`src/rtl/round_norm.sv`:
```
// round_norm: two-stage normalize/round pipeline for a double-precision adder sum.
// Directed rounding modes are present only when ROUND_NORM_DIRECTED_MODES_EN is defined.
module round_norm (
    input  logic        clk,
    input  logic        rst_n,
    input  logic        in_valid,
    output logic        in_ready,
    input  logic        in_sign,
    input  logic [10:0] in_exp,
    input  logic [1:0]  in_rm,
    input  logic [54:0] in_frac,
    input  logic        in_sticky,
    output logic        out_valid,
    input  logic        out_ready,
    output logic        out_sign,
    output logic [10:0] out_exp,
    output logic [51:0] out_frac,
    output logic        out_inexact,
    output logic        out_overflow
);

`ifdef ROUND_NORM_DIRECTED_MODES_EN
    localparam logic [1:0] RM_RNE = 2'b00;
    localparam logic [1:0] RM_RTZ = 2'b01;
    localparam logic [1:0] RM_UP  = 2'b10;
    localparam logic [1:0] RM_DN  = 2'b11;
`endif

    // Leading zeros of a 54-bit value; 54 when the value is zero.
    function automatic logic [5:0] lzc54(input logic [53:0] v);
        logic [5:0] n;
        n = 6'd54;
        for (int unsigned i = 0; i < 54; i++) begin
            if (v[i]) n = 6'(53 - i);
        end
        return n;
    endfunction

    // ------------------------------------------------------------------
    // Handshake
    // ------------------------------------------------------------------
    logic s1_valid;
    logic s2_ready;
    logic s1_adv;
    logic in_fire;

    assign s2_ready = ~out_valid | out_ready;
    assign s1_adv   = s1_valid & s2_ready;
    assign in_ready = rst_n & (~s1_valid | s2_ready);
    assign in_fire  = in_valid & in_ready;

    // ------------------------------------------------------------------
    // Stage 1: normalize
    // ------------------------------------------------------------------
    logic [5:0]  lz;
    logic [5:0]  shamt;
    logic [11:0] exp_ext;
    logic [53:0] n_frac;
    logic [11:0] n_exp;
    logic        n_sticky;

    assign exp_ext = {1'b0, in_exp};

    always_comb begin
        n_frac   = in_frac[53:0];
        n_exp    = exp_ext;
        n_sticky = in_sticky;
        lz       = lzc54(in_frac[53:0]);
        shamt    = '0;
        if (in_frac[54]) begin
            n_frac   = in_frac[54:1];
            n_exp    = exp_ext + 12'd1;
            n_sticky = in_sticky | in_frac[0];
        end else if (!in_frac[53] && (in_exp != '0)) begin
            // Shift stops at exponent 1 so the value lands in subnormal form.
            if ({6'd0, lz} < (exp_ext - 12'd1)) begin
                shamt = lz;
            end else begin
                shamt = 6'(exp_ext - 12'd1);
            end
            n_frac = in_frac[53:0] << shamt;
            n_exp  = exp_ext - {6'd0, shamt};
        end
        if (!n_frac[53]) n_exp = '0;
    end

    logic        s1_sign;
    logic [11:0] s1_exp;
    logic [53:0] s1_frac;
    logic        s1_sticky;
`ifdef ROUND_NORM_DIRECTED_MODES_EN
    logic [1:0]  s1_rm;
`else
    logic        unused_rm;
    assign unused_rm = ^in_rm;
`endif

    always_ff @(posedge clk) begin
        if (!rst_n) begin
            s1_valid  <= 1'b0;
            s1_sign   <= 1'b0;
            s1_exp    <= '0;
            s1_frac   <= '0;
            s1_sticky <= 1'b0;
`ifdef ROUND_NORM_DIRECTED_MODES_EN
            s1_rm     <= RM_RNE;
`endif
        end else begin
            if (in_fire) begin
                s1_valid  <= 1'b1;
                s1_sign   <= in_sign;
                s1_exp    <= n_exp;
                s1_frac   <= n_frac;
                s1_sticky <= n_sticky;
`ifdef ROUND_NORM_DIRECTED_MODES_EN
                s1_rm     <= in_rm;
`endif
            end else if (s1_adv) begin
                s1_valid <= 1'b0;
            end
        end
    end

    // ------------------------------------------------------------------
    // Stage 2: round
    // ------------------------------------------------------------------
    logic        g;
    logic        lsb;
    logic        inc;
    logic        to_inf;
    logic [53:0] sum;
    logic [11:0] r_exp;
    logic [51:0] r_frac;
    logic [10:0] f_exp;
    logic [51:0] f_frac;
    logic        f_inexact;
    logic        f_overflow;

    assign g   = s1_frac[0];
    assign lsb = s1_frac[1];

    always_comb begin
`ifdef ROUND_NORM_DIRECTED_MODES_EN
        case (s1_rm)
            RM_RTZ:  inc = 1'b0;
            RM_UP:   inc = (g | s1_sticky) & ~s1_sign;
            RM_DN:   inc = (g | s1_sticky) & s1_sign;
            default: inc = g & (s1_sticky | lsb);
        endcase
        case (s1_rm)
            RM_RTZ:  to_inf = 1'b0;
            RM_UP:   to_inf = ~s1_sign;
            RM_DN:   to_inf = s1_sign;
            default: to_inf = 1'b1;
        endcase
`else
        inc    = g & (s1_sticky | lsb);
        to_inf = 1'b1;
`endif
    end

    always_comb begin
        sum    = {1'b0, s1_frac[53:1]} + {53'd0, inc};
        r_exp  = s1_exp;
        r_frac = sum[51:0];
        if (sum[53]) begin
            r_exp  = s1_exp + 12'd1;
            r_frac = '0;
        end else if ((s1_exp == '0) && sum[52]) begin
            r_exp = 12'd1;
        end

        f_exp      = r_exp[10:0];
        f_frac     = r_frac;
        f_inexact  = g | s1_sticky;
        f_overflow = 1'b0;
        if (r_exp >= 12'd2047) begin
            f_overflow = 1'b1;
            f_inexact  = 1'b1;
            f_exp      = to_inf ? 11'h7FF : 11'h7FE;
            f_frac     = to_inf ? '0 : '1;
        end
    end

    always_ff @(posedge clk) begin
        if (!rst_n) begin
            out_valid    <= 1'b0;
            out_sign     <= 1'b0;
            out_exp      <= '0;
            out_frac     <= '0;
            out_inexact  <= 1'b0;
            out_overflow <= 1'b0;
        end else if (s1_adv) begin
            out_valid    <= 1'b1;
            out_sign     <= s1_sign;
            out_exp      <= f_exp;
            out_frac     <= f_frac;
            out_inexact  <= f_inexact;
            out_overflow <= f_overflow;
        end else if (out_ready) begin
            out_valid <= 1'b0;
        end
    end

endmodule
```
`config.mk`:
```
export PLATFORM = sky130hd
export DESIGN_NAME = round_norm
export DESIGN_NICKNAME = d
export VERILOG_FILES = /design/src/rtl/round_norm.sv
export SDC_FILE = /design/constraint.sdc
export NUM_CORES = 1
export LEC_CHECK = 0
export ABC_AREA = 1
export BUFFER_PORTS_ARGS = -buffer_cell sky130_fd_sc_hd__buf_2
export CAP_MARGIN = 30
export CORE_ASPECT_RATIO = 0.9
export CORE_MARGIN = 2
export CORE_UTILIZATION = 45
export DETAILED_ROUTE_END_ITERATION = 16
export MAX_ROUTING_LAYER = met4
export PLACE_DENSITY = 0.65
export SLEW_MARGIN = 20
export SYNTH_ARGS = -nofsm -noshare
export SYNTH_HDL_FRONTEND = slang
export SYNTH_SLANG_ARGS = --single-unit
```
`constraint.sdc`:
```
create_clock -name clk -period 6.2 [get_ports clk]
set_clock_uncertainty 0.15 [all_clocks]
set_input_delay 1.24 -clock clk [delete_from_list [all_inputs] [get_ports clk]]
set_output_delay 1.24 -clock clk [all_outputs]
set_load 0.005 [all_outputs]
```
After elaboration in Yosys (flattened, before gate mapping) --
Cells that the tools add are included. W data, S select, Z words.
Word-level totals: register bits 136, input bits 74, output and inout port bits 68, word-level logic and storage cells 111
Cells by class: add/subtract/negate cells 5, order comparisons 2, shift operators 1, multiplexer cells 74, bitwise gates (word level) 11, reduce and logical (&&, ||, !) cells 7
Operators by type and width (count):
- $mux W6 | 54
- $mux W54 | 2
- $mux W52 | 2
- $mux W12 | 5
- $add A53 B1 Y54 | 1
- $shl A54 B6 Y54 | 1
- $add A11 B1 Y12 const B | 1
- $add A12 B1 Y12 const B | 1
- $ge A12 B11 Y1 const B | 1
- $logic_not A12 Y1 | 1
- $lt A6 B12 Y1 | 1
- $sub A11 B1 Y12 const B | 1
- $sub A11 B6 Y12 | 1
- $mux W11 | 1
- $reduce_bool A11 Y1 | 1
- $mux W1 | 7
- $or A1 B1 Y1 | 5
- $and A1 B1 Y1 | 4
- $mux W2 | 2
- $reduce_bool A2 Y1 | 2
- $mux W3 | 1
- $logic_and A1 B1 Y1 | 2
- $not A1 Y1 | 2
- $logic_not A1 Y1 | 1

Logic depth before layout (Yosys ltp) --
Gate-level depths: netlist (run 1).
depth in word-level cells 62, mapped depth 79, mapped depth without buffers 77

Worst setup path before layout (run 1) --
No wires, ideal clock.
kind in2reg, start input in_frac[1], end register s1_exp[10], library setup time 70 ps, arrival time 6146 ps, data required time 5980 ps, setup slack -166 ps, cell stages on the path 78, path buffers 3, cells stage by stage inv_2 nand2_1 nand2_1 nand2_1 nand2_1 nand2_1 nand2_1 nand2_1 nand2_1 nand2_1 nand2_1 nand2_1 nand2_1 nand2_1 nand2_1 nand2_1 nand2_1 nand2_1 [42 not listed] nand2_2 buf_6 o21a_1 inv_1 buf_2 buf_2 ha_1 a21oi_1 o21ai_0 nand2_1 o21ai_0 o21ai_0 and3_1 nand2_1 xor2_1 inv_1 nand3_1 a21oi_1
Between the ends: cells in the longest elaborated chain, start to end 61, elaborated cells between the ends (all ways) 64, those cells by class 1 x add/sub; 1 x order compare; 1 x shift; 61 x mux
RTL lines:
- start: declaration | RTL line 11 | input logic [54:0] in_frac,
- $mux W2 | RTL line 34 | if (v[i]) n = 6'(53 - i);
- $mux W3 | RTL line 34
- $mux W6 (51 in a row) | RTL line 34
- $lt A6 B12 Y1 | RTL line 76 | if ({6'd0, lz} < (exp_ext - 12'd1)) begin
- $mux W6 | RTL line 76
- $mux W6 | RTL line 74 | end else if (!in_frac[53] && (in_exp != '0)) begin
- $mux W6 | RTL line 70 | if (in_frac[54]) begin
- $sub A11 B6 Y12 or $shl A54 B6 Y54 (tied branches) | RTL line 82, 81
- $mux W12 or $mux W54 (tied branches) | RTL line 74
- $mux W12 or $mux W54 (tied branches) | RTL line 70
- $mux W12 (*) | RTL line 84 | if (!n_frac[53]) n_exp = '0;
- end signal: assignment | RTL line 112 | s1_exp <= n_exp;
- end: declaration | RTL line 88 | logic [11:0] s1_exp;
Mark *: on every way between the ends. The rest lies on a longest branch, timed or not. The select of a mux whose other input is x is not followed. A chain may end at the register's enable or synchronous reset.

Worst setup path after layout (run 1) --
Same ends and word-level chain as after synthesis.

==> results.sh, run 1 <==
export IMPL_clk_root_buffer_cell="clkbuf_16"
export IMPL_critPathKind="primary input to register"
export IMPL_layout_commonest_cell="nand2_1"
export IMPL_hold_depth=2
export IMPL_vdd_ir_drop_max_v=0.0001631
export IMPL_syn_nets=2286
export IMPL_insertion_delay_ns=0.42
export IMPL_ys_seq_area_frac=0.2152
export IMPL_firstDrtPassIters=6
export IMPL_cts_max_path_buffers=2
export IMPL_grt_use_total=0.3527
export IMPL_coreArea_sq_mm=0.02779
export IMPL_fin_nets=2541
export IMPL_crit_buf_inv=6
export IMPL_pwr_density_cell_mw_per_mm2=177.7
export IMPL_synth_distinct_cells=57
export IMPL_worstSetupEndpointType="register"
export IMPL_syn_inst=2193
export IMPL_regToRegSetupSlack_ns=0.13
export IMPL_die_h_microns=163.1
export IMPL_postLayoutSetupSlackWorst_ns=-0.1192
export IMPL_slowest_delay_ns=0.37
export IMPL_min_period_over_period=1.019
export IMPL_synthArstFlopShare=0
export IMPL_hold_violations=0
export IMPL_grt_overflow=0
export IMPL_dp_hpwl_microns=39620
export IMPL_cts_buffers=17
export IMPL_finalMaxSlewViolations=0
export IMPL_arrival_ns=6.43
export IMPL_drive_above_1_share=0.2430
export IMPL_wirelength_microns=52550
export IMPL_fin_crit_ns=6.319
export IMPL_die_x_microns=180.7
export IMPL_ant_nets=0
export IMPL_area_delta_synth_final_pct=29.82
export IMPL_routedWlPerCell_microns=18.62
export IMPL_ys_flop_type="dfxtp_1"
export IMPL_worstHoldEndpoint="out_frac[43]$_SDFFE_PN0P_"
export IMPL_start_util=0.4552
export IMPL_hold_buffers=0
export IMPL_holdCritPathClass="register to register"
export IMPL_postPlaceCellArea_sq_mm=0.01467
export IMPL_viasPerCell=5.698
export IMPL_critPathRequiredTime_ns=6.31
export IMPL_min_from="out_frac[43]$_SDFFE_PN0P_"
export IMPL_cts_sinks=136
export IMPL_portBuffers=139
export IMPL_htree_levels=4
export IMPL_synth_avg_cell_area_sq_um=5.769
export IMPL_final_area_sq_mm=0.01642
export IMPL_cp_max_fo=6
export IMPL_status="complete, but fails checks"
export IMPL_maxCapViolCount=0
export IMPL_violations="negative setup slack"
export IMPL_layout_common_cells="nand2_1, nand3_1, a21oi_1"
export IMPL_grt_pass1_vias=14900
export IMPL_clk_pin_slew_ns=0.06
export IMPL_fin_tns_setup_ns=-1.423
export IMPL_num_rows=58
export IMPL_ys_warn_count=0
export IMPL_total_power_mw=2.918
export IMPL_r2r_start="s1_sticky$_SDFFE_PN0P_"
export IMPL_crit_slowest_cell="fa_2"
export IMPL_vias=16080
export IMPL_cts_tree="yes"
export IMPL_antenna_found_initial=1
export IMPL_crit_family="simple AND/OR/NAND/NOR gates"
export IMPL_worst_pin_slew_ns=0.9486
export IMPL_synth_area_sq_mm=0.01265
export IMPL_yosys_register_bits=136
export IMPL_fmax_ghz=0.1582
export IMPL_die_area_sq_mm=0.02947
export IMPL_reg2regPathDepth=44
export IMPL_power_leakage_nw=7.444
export IMPL_grt_max_degree=92
export IMPL_drc=0
export IMPL_crit_top_cell="nand3_1"
export IMPL_startpoint_type="primary input"
export IMPL_io_pins=142
export IMPL_hold_slack_ns=0.3095
export IMPL_r2r_end="out_frac[37]$_SDFFE_PN0P_"
export IMPL_grt_first_pass_wirelength_microns=80180
export IMPL_synth_edf_count=0
export IMPL_rsz0062_at_grt="true"
export IMPL_setup_viol=31
export IMPL_drtIter0Drc=1620
export IMPL_gp_congestion=0.9906
export IMPL_slew_limit_headroom=0.3676
==> worst max path at each step <==
stage | from | end | cells past startpoint
detailed placement | in_frac[0] | s1_exp[10]$_SDFFE_PN0P_ | 48
global placement | in_frac[0] | s1_exp[10]$_SDFFE_PN0P_ | 48
CTS | in_frac[1] | s1_exp[5]$_SDFFE_PN0P_ | 76
global route | in_frac[0] | s1_exp[10]$_SDFFE_PN0P_ | 75
floorplan | in_frac[1] | s1_exp[10]$_SDFFE_PN0P_ | 79
finish | in_frac[1] | s1_exp[10]$_SDFFE_PN0P_ | 49
==> logic make-up (layout without fill, tap and decap cells) <==
group | Yosys count | after routing | synth area share
buffers and inverters | 322 | 588 | 0.1225
AOI/OAI and AO/OA | 404 | 404 | 0.1766
other | 0 | 1 | 0
DFF | 136 | 136 | 0.2152
and+or+nand+nor | 1267 | 1269 | 0.4349
muxes | 2 | 2 | 0.001582
adders and majority gates | 19 | 19 | 0.01939
xor gates and xnor gates | 43 | 43 | 0.02977
==> worst reg2reg max path, delay by kind of cell, from the launching register on <==
family | cells | cell delay, ns
AO/OA/AOI/OAI | 2 | 0.24
flip-flops | 1 | 0.37
XOR/XNOR | 1 | 0.18
AND/OR/NAND/NOR | 32 | 4.13
adder cells (fa/ha/maj) | 1 | 0.18
buffers and inverters | 8 | 0.66
==> flip-flops by register name, summed over array words and instances, names as in the netlist <==
register,count
s1_frac,54
out_frac,52
s1_exp,12
out_exp,11
out_inexact,1
out_overflow,1
out_sign,1
out_valid,1
s1_sign,1
s1_sticky,1
s1_valid,1
==> cells in the mapped netlist (24+ instances only) <==
master	instances	area, sq um
nand2_1	731	2744
nor3_1	42	210.2
inv_1	180	675.7
nor2_1	97	364.1
nor4_1	30	187.7
o21ai_0	93	465.5
nand4_1	53	331.6
buf_2	32	160.2
clkbuf_1	52	195.2
xor2_1	35	306.5
dfxtp_1	136	2723
a21oi_1	224	1121
nand3_1	277	1386
o211ai_1	24	180.2
==> routing by layer <==
layer | global-route usage | part of all wire | up-vias | wire [microns]
li1 | - | - | 7855 | -
met1 | 0.4496 | 0.43 | 7485 | 22410
met2 | 0.5622 | 0.46 | 632 | 24210
met3 | 0.05351 | 0.071 | 108 | 3727
met4 | 0.1411 | 0.042 | 0 | 2209
met5 | - | 0 | - | 0
==> final cells by class <==
cell class	count	area, sq um
inverters	190	721.9
clock inverters	11	170.2
diodes	1	2.502
fillers	2825	11370
well taps	360	450.4
multi-input cells	1737	9204
flip-flops and latches	136	2728
clock buffers	21	470.5
repair buffers	366	2676
==> through the flow <==
step	utilization	setup WS, ns	cells
floorplan	-	-0.008048	2193
global placement	0.5269	-0.7498	2765
detailed placement	0.5279	-0.7415	2766
CTS	0.5578	-0.04421	2803
global route	0.5909	-0.7807	2822
finish	0.5909	-0.1192	2822
==> what timing repair did <==
action,in CTS,in global routing
gates resized for setup,46,180
gates cloned,1,5
endpoints found under the setup margin,103,130
buffers inserted,4,13
pin swaps,10,25
==> report_power, final <==
| part | internal (mW) | switching (mW) | leakage (nW) |
|---|---|---|---|
| sequential | 0.913 | 0.0399 | 1.11 |
| combinational | 0.327 | 0.538 | 6.02 |
| clock | 0.706 | 0.393 | 0.317 |
No activity file was read; power rests on OpenSTA's default activity.
==> run 2, diff against run 1 <==
PLACE_DENSITY = 0.75   (was 0.65)
SKIP_CTS_REPAIR_TIMING = 1   (was default)
==> results.sh, run 2 (synthesized netlist as in run 1, its figures left out) <==
export IMPL_status="complete, but fails checks"
export IMPL_violations="negative setup slack"
export IMPL_power_leakage_nw=7.782
export IMPL_critPathRequiredTime_ns=6.41
export IMPL_die_h_microns=163.1
export IMPL_portBuffers=139
export IMPL_vdd_ir_drop_max_v=0.0001774
export IMPL_maxCapViolCount=0
export IMPL_fin_nets=2547
export IMPL_layout_commonest_cell="nand2_1"
export IMPL_placedCellCount=2739
export IMPL_coreArea_sq_mm=0.02779
export IMPL_antenna_found_initial=1
export IMPL_grt_first_pass_wirelength_microns=75840
export IMPL_grt_max_degree=82
export IMPL_hold_violations=0
export IMPL_grt_pass1_vias=14020
export IMPL_pwr_density_cell_mw_per_mm2=165.8
export IMPL_die_area_sq_mm=0.02947
export IMPL_min_from="out_frac[40]$_SDFFE_PN0P_"
export IMPL_reg2regPathDepth=44
export IMPL_slew_limit_headroom=0.3789
export IMPL_drc=0
export IMPL_fin_crit_ns=6.569
export IMPL_min_period_over_period=1.059
export IMPL_cts_max_path_buffers=2
export IMPL_drive_above_1_share=0.3052
export IMPL_viasPerCell=5.922
export IMPL_vias=16750
export IMPL_grt_overflow=0
export IMPL_insertion_delay_ns=0.43
export IMPL_hold_slack_ns=0.3067
export IMPL_cts_sinks=136
export IMPL_critPathKind="primary input to register"
export IMPL_wirelength_microns=55250
export IMPL_regToRegSetupSlack_ns=0.21
export IMPL_fmax_ghz=0.1522
export IMPL_die_x_microns=180.7
export IMPL_finalNonFillerCells=2828
export IMPL_hold_depth=2
export IMPL_utilization=0.6327
export IMPL_cts_buffers=17
export IMPL_area_delta_synth_final_pct=39.01
export IMPL_htree_levels=4
export IMPL_worstSetupEndpointType="register"
export IMPL_slowest_delay_ns=0.36
export IMPL_fillerInstances=2665
export IMPL_cp_max_fo=7
export IMPL_crit_top_cell="nand3_1"
export IMPL_setup_viol=66
export IMPL_ant_nets=0
export IMPL_postLayoutSetupSlackWorst_ns=-0.3685
export IMPL_r2r_start="s1_sticky$_SDFFE_PN0P_"
export IMPL_start_util=0.4552
export IMPL_regMostFlops="s1_frac"
export IMPL_cts_tree="yes"
export IMPL_clk_root_buffer_cell="clkbuf_16"
export IMPL_dp_hpwl_microns=38450
export IMPL_crit_slowest_cell="o311ai_0"
export IMPL_firstDrtPassIters=8
export IMPL_worstHoldEndpoint="out_frac[40]$_SDFFE_PN0P_"
export IMPL_reg_largest_list="s1_frac: 54 flops, out_frac: 52 flops, s1_exp: 12 flops"
export IMPL_holdCritPathClass="register to register"
export IMPL_routedWlPerCell_microns=19.54
export IMPL_rsz0062_at_grt="true"
export IMPL_r2r_end="out_frac[37]$_SDFFE_PN0P_"
export IMPL_arrival_ns=6.77
export IMPL_worst_pin_slew_ns=0.9200
export IMPL_grt_use_total=0.3331
export IMPL_gp_congestion=1.044
export IMPL_drtIter0Drc=1968
export IMPL_finalMaxSlewViolations=0
export IMPL_clk_pin_slew_ns=0.06
export IMPL_num_rows=58
export IMPL_startpoint_type="primary input"
export IMPL_largest_register_ffs=54
export IMPL_layout_common_cells="nand2_1, a21oi_1, buf_4"
export IMPL_io_pins=142
==> run 2: changes by cell type in the layout (fill, tap and decap cells not counted), moves of 8 or more <==
cell | previous run | this run
buf_12 | 8 | 19
o21ai_0 | 68 | 53
o21ai_2 | 10 | 25
nand3_1 | 229 | 174
nor2_2 | 14 | 6
nand2_4 | 10 | 22
nand2_2 | 35 | 96
buf_6 | 9 | 17
nand2_1 | 695 | 621
nand3_2 | 48 | 82
nand3_4 | 2 | 23
clkbuf_16 | 21 | 31
buf_4 | 202 | 181
==> run 2: layout make-up <==
type | instances | area, sq um | share of cell area
Antenna cell | 1 | 2.502 | 0.0001423
Clock buffer | 20 | 466.7 | 0.02654
Clock inverter | 12 | 101.3 | 0.005763
Inverter | 190 | 733.2 | 0.04169
Multi-Input combinational cell | 1737 | 10050 | 0.5718
Sequential cell | 136 | 2728 | 0.1551
Tap cell | 360 | 450.4 | 0.02561
Timing Repair Buffer | 372 | 3049 | 0.1734
==> run 2: metrics by stage <==
stage                     instance area, sq um  total power, mW  setup TNS (ns)  setup slack, ns
after detailed placement                 14540            1.730          -35.29          -0.7046
after floorplan                          12700            1.436       -0.008048        -0.008048
final                                    17590            2.916          -15.95          -0.3685
after global placement                   14540            1.722          -31.53          -0.6476
after CTS                                15100            2.687          -9.466          -0.2897
after global routing                     17590            3.036          -56.72          -0.8940
==> run 2: worst max-delay path, delay by kind of cell <==
| family | cells | cell delay, ns |
|---|---|---|
| AOI/OAI and AO/OA | 10 | 1.66 |
| adders and majority gates | 2 | 0.48 |
| and+or+nand+nor | 30 | 2.42 |
| xor gates and xnor gates | 1 | 0.18 |
| buffers and inverters | 6 | 0.75 |
==> run 2: how the worst max path moves through the flow <==
stage / slack [ns] / cells after the start / startpoint / to
2_1_floorplan: -0.008 / 79 / in_frac[1] / s1_exp[10]$_SDFFE_PN0P_
3_3_place_gp: -0.65 / 75 / in_frac[0] / s1_exp[10]$_SDFFE_PN0P_
3_5_place_dp: -0.70 / 48 / in_frac[0] / s1_exp[10]$_SDFFE_PN0P_
4_1_cts: -0.29 / 48 / in_frac[0] / s1_exp[10]$_SDFFE_PN0P_
5_1_grt: -0.89 / 75 / in_frac[1] / s1_exp[8]$_SDFFE_PN0P_
6_report: -0.37 / 49 / in_frac[0] / s1_exp[9]$_SDFFE_PN0P_
==> run 2: power by group <==
group          internal, mW  switching [mW]
sequential            0.913          0.0395
clock                 0.579           0.384
combinational         0.383           0.617
==> run 2: layer usage <==
layer | vias to the layer above | part of all wire | global-route usage
met1 | 7710 | 0.40 | 0.4378
li1 | 7898 | - | -
met3 | 201 | 0.11 | 0.04972
met4 | 0 | 0.051 | 0.1320
met2 | 938 | 0.44 | 0.5156
met5 | - | 0 | -
==> run 3, diff against run 2 <==
PLACE_DENSITY = default   (was 0.75)
PLACE_DENSITY_LB_ADDON = 0.12   (was default)
==> results.sh, run 3 (synthesized netlist as in run 1, its figures left out) <==
export IMPL_holdCritPathClass="register to register"
export IMPL_grt_first_pass_wirelength_microns=79470
export IMPL_fin_crit_ns=6.411
export IMPL_ant_nets=0
export IMPL_num_antenna_cells=0
export IMPL_die_area_sq_mm=0.02947
export IMPL_min_period_over_period=1.034
export IMPL_postPlaceCellArea_sq_mm=0.01487
export IMPL_firstDrtPassIters=5
export IMPL_largest_register_ffs=54
export IMPL_critPathKind="primary input to register"
export IMPL_cts_max_path_buffers=2
export IMPL_die_x_microns=180.7
export IMPL_critPathRequiredTime_ns=6.35
export IMPL_startpoint_type="primary input"
export IMPL_drtIter0Drc=1654
export IMPL_r2r_start="s1_sticky$_SDFFE_PN0P_"
export IMPL_worstHoldEndpoint="out_frac[43]$_SDFFE_PN0P_"
export IMPL_wirelength_microns=53990
export IMPL_final_area_sq_mm=0.01697
export IMPL_status="complete, but fails checks"
export IMPL_regMostFlops="s1_frac"
export IMPL_routedWlPerCell_microns=18.93
export IMPL_postLayoutSetupSlackWorst_ns=-0.2106
export IMPL_dp_hpwl_microns=39990
export IMPL_clk_root_buffer_cell="clkbuf_16"
export IMPL_gp_congestion=1.002
export IMPL_grt_overflow=0
export IMPL_hold_depth=2
export IMPL_drc=0
export IMPL_vias=16350
export IMPL_finalMaxSlewViolations=0
export IMPL_fillerInstances=2763
export IMPL_drive_above_1_share=0.2644
export IMPL_fmax_ghz=0.1560
export IMPL_regToRegSetupSlack_ns=0.08
export IMPL_pwr_density_cell_mw_per_mm2=171.3
export IMPL_htree_levels=4
export IMPL_total_power_mw=2.908
export IMPL_power_leakage_nw=7.610
export IMPL_hold_violations=0
export IMPL_arrival_ns=6.56
export IMPL_cts_tree="yes"
export IMPL_maxCapViolCount=0
export IMPL_hold_slack_ns=0.3078
export IMPL_worst_pin_slew_ns=0.9357
export IMPL_vdd_ir_drop_max_v=0.0001617
export IMPL_setup_viol=38
export IMPL_layout_common_cells="nand2_1, nand3_1, buf_4"
export IMPL_cts_buffers=17
export IMPL_rsz0062_at_grt="true"
export IMPL_grt_pass1_vias=14670
export IMPL_io_pins=142
export IMPL_coreArea_sq_mm=0.02779
export IMPL_antenna_found_initial=0
export IMPL_portBuffers=139
export IMPL_min_from="out_frac[43]$_SDFFE_PN0P_"
export IMPL_grt_use_total=0.3499
export IMPL_pre_cts_ws_ns=-0.8187
export IMPL_crit_slowest_cell="fa_2"
export IMPL_crit_top_cell="nand3_1"
export IMPL_worstSetupEndpointType="register"
export IMPL_r2r_end="out_frac[1]$_SDFFE_PN0P_"
export IMPL_reg_largest_list="s1_frac: 54 flops, out_frac: 52 flops, s1_exp: 12 flops"
export IMPL_cts_sinks=136
export IMPL_clk_pin_slew_ns=0.06
export IMPL_layout_commonest_cell="nand2_1"
export IMPL_num_rows=58
export IMPL_cp_max_fo=8
export IMPL_reg2regPathDepth=45
export IMPL_insertion_delay_ns=0.42
export IMPL_utilization=0.6107
export IMPL_violations="negative setup slack"
export IMPL_area_delta_synth_final_pct=34.17
export IMPL_die_h_microns=163.1
export IMPL_grt_max_degree=101
export IMPL_viasPerCell=5.731
export IMPL_slew_limit_headroom=0.3762
export IMPL_slowest_delay_ns=0.37
export IMPL_start_util=0.4552
export IMPL_fin_nets=2573
## run 3: cell types whose count changed in the layout (fill, tap and decap cells not counted), sizes merged
cell and delta:
clkbuf -6, buf +36, clkinvlp -1, nand2 -1, bufinv +3, diode -1, clkinv -6
## run 3: routing by layer
metal / vias to the layer above / track usage / wire length (microns)
met5: - / - / 0
li1: 7919 / - / -
met4: 0 / 0.1397 / 2178
met2: 712 / 0.5743 / 24910
met3: 125 / 0.04080 / 3916
met1: 7589 / 0.4408 / 22990
## run 3: worst max path at each step
stage          startpoint                      end  slack [ns]  cells after the start
3_5_place_dp   in_frac[0]  s1_exp[10]$_SDFFE_PN0P_       -0.82                     48
2_1_floorplan  in_frac[1]  s1_exp[10]$_SDFFE_PN0P_      -0.008                     79
3_3_place_gp   in_frac[0]  s1_exp[10]$_SDFFE_PN0P_       -0.74                     48
6_report       in_frac[0]  s1_exp[10]$_SDFFE_PN0P_       -0.21                     49
5_1_grt        in_frac[0]  s1_exp[10]$_SDFFE_PN0P_       -0.81                     77
4_1_cts        in_frac[0]  s1_exp[10]$_SDFFE_PN0P_       -0.41                     48
## run 3: area by class of cell
cell class	count	area (sq um)	area share
inverters	190	729.5	0.04298
repair buffers	399	3069	0.1808
well taps	360	450.4	0.02654
clock inverters	8	145.1	0.008551
flip-flops and latches	136	2728	0.1607
multi-input cells	1736	9384	0.5529
clock buffers	23	467.9	0.02757
## run 3: per-stage QoR
step                      std cells  setup TNS [ns]
after floorplan                2193       -0.008048
after global placement         2787          -35.81
after detailed placement       2787          -40.98
after CTS                      2818          -20.12
after global routing           2852          -58.11
final                          2852          -3.410
## run 3: critical path: cells and delay by family
| family | cells | cell delay, ns |
|---|---|---|
| simple gates | 31 | 2.66 |
| compound gates | 8 | 1.08 |
| buf+inv | 7 | 0.80 |
| fa+ha+maj | 2 | 0.60 |
| xor+xnor | 1 | 0.14 |
## run 3: power by group
group	internal, mW	switching (mW)
Sequential	0.913	0.0397
Combinational	0.337	0.548
Clock	0.691	0.378
Total	1.94	0.966
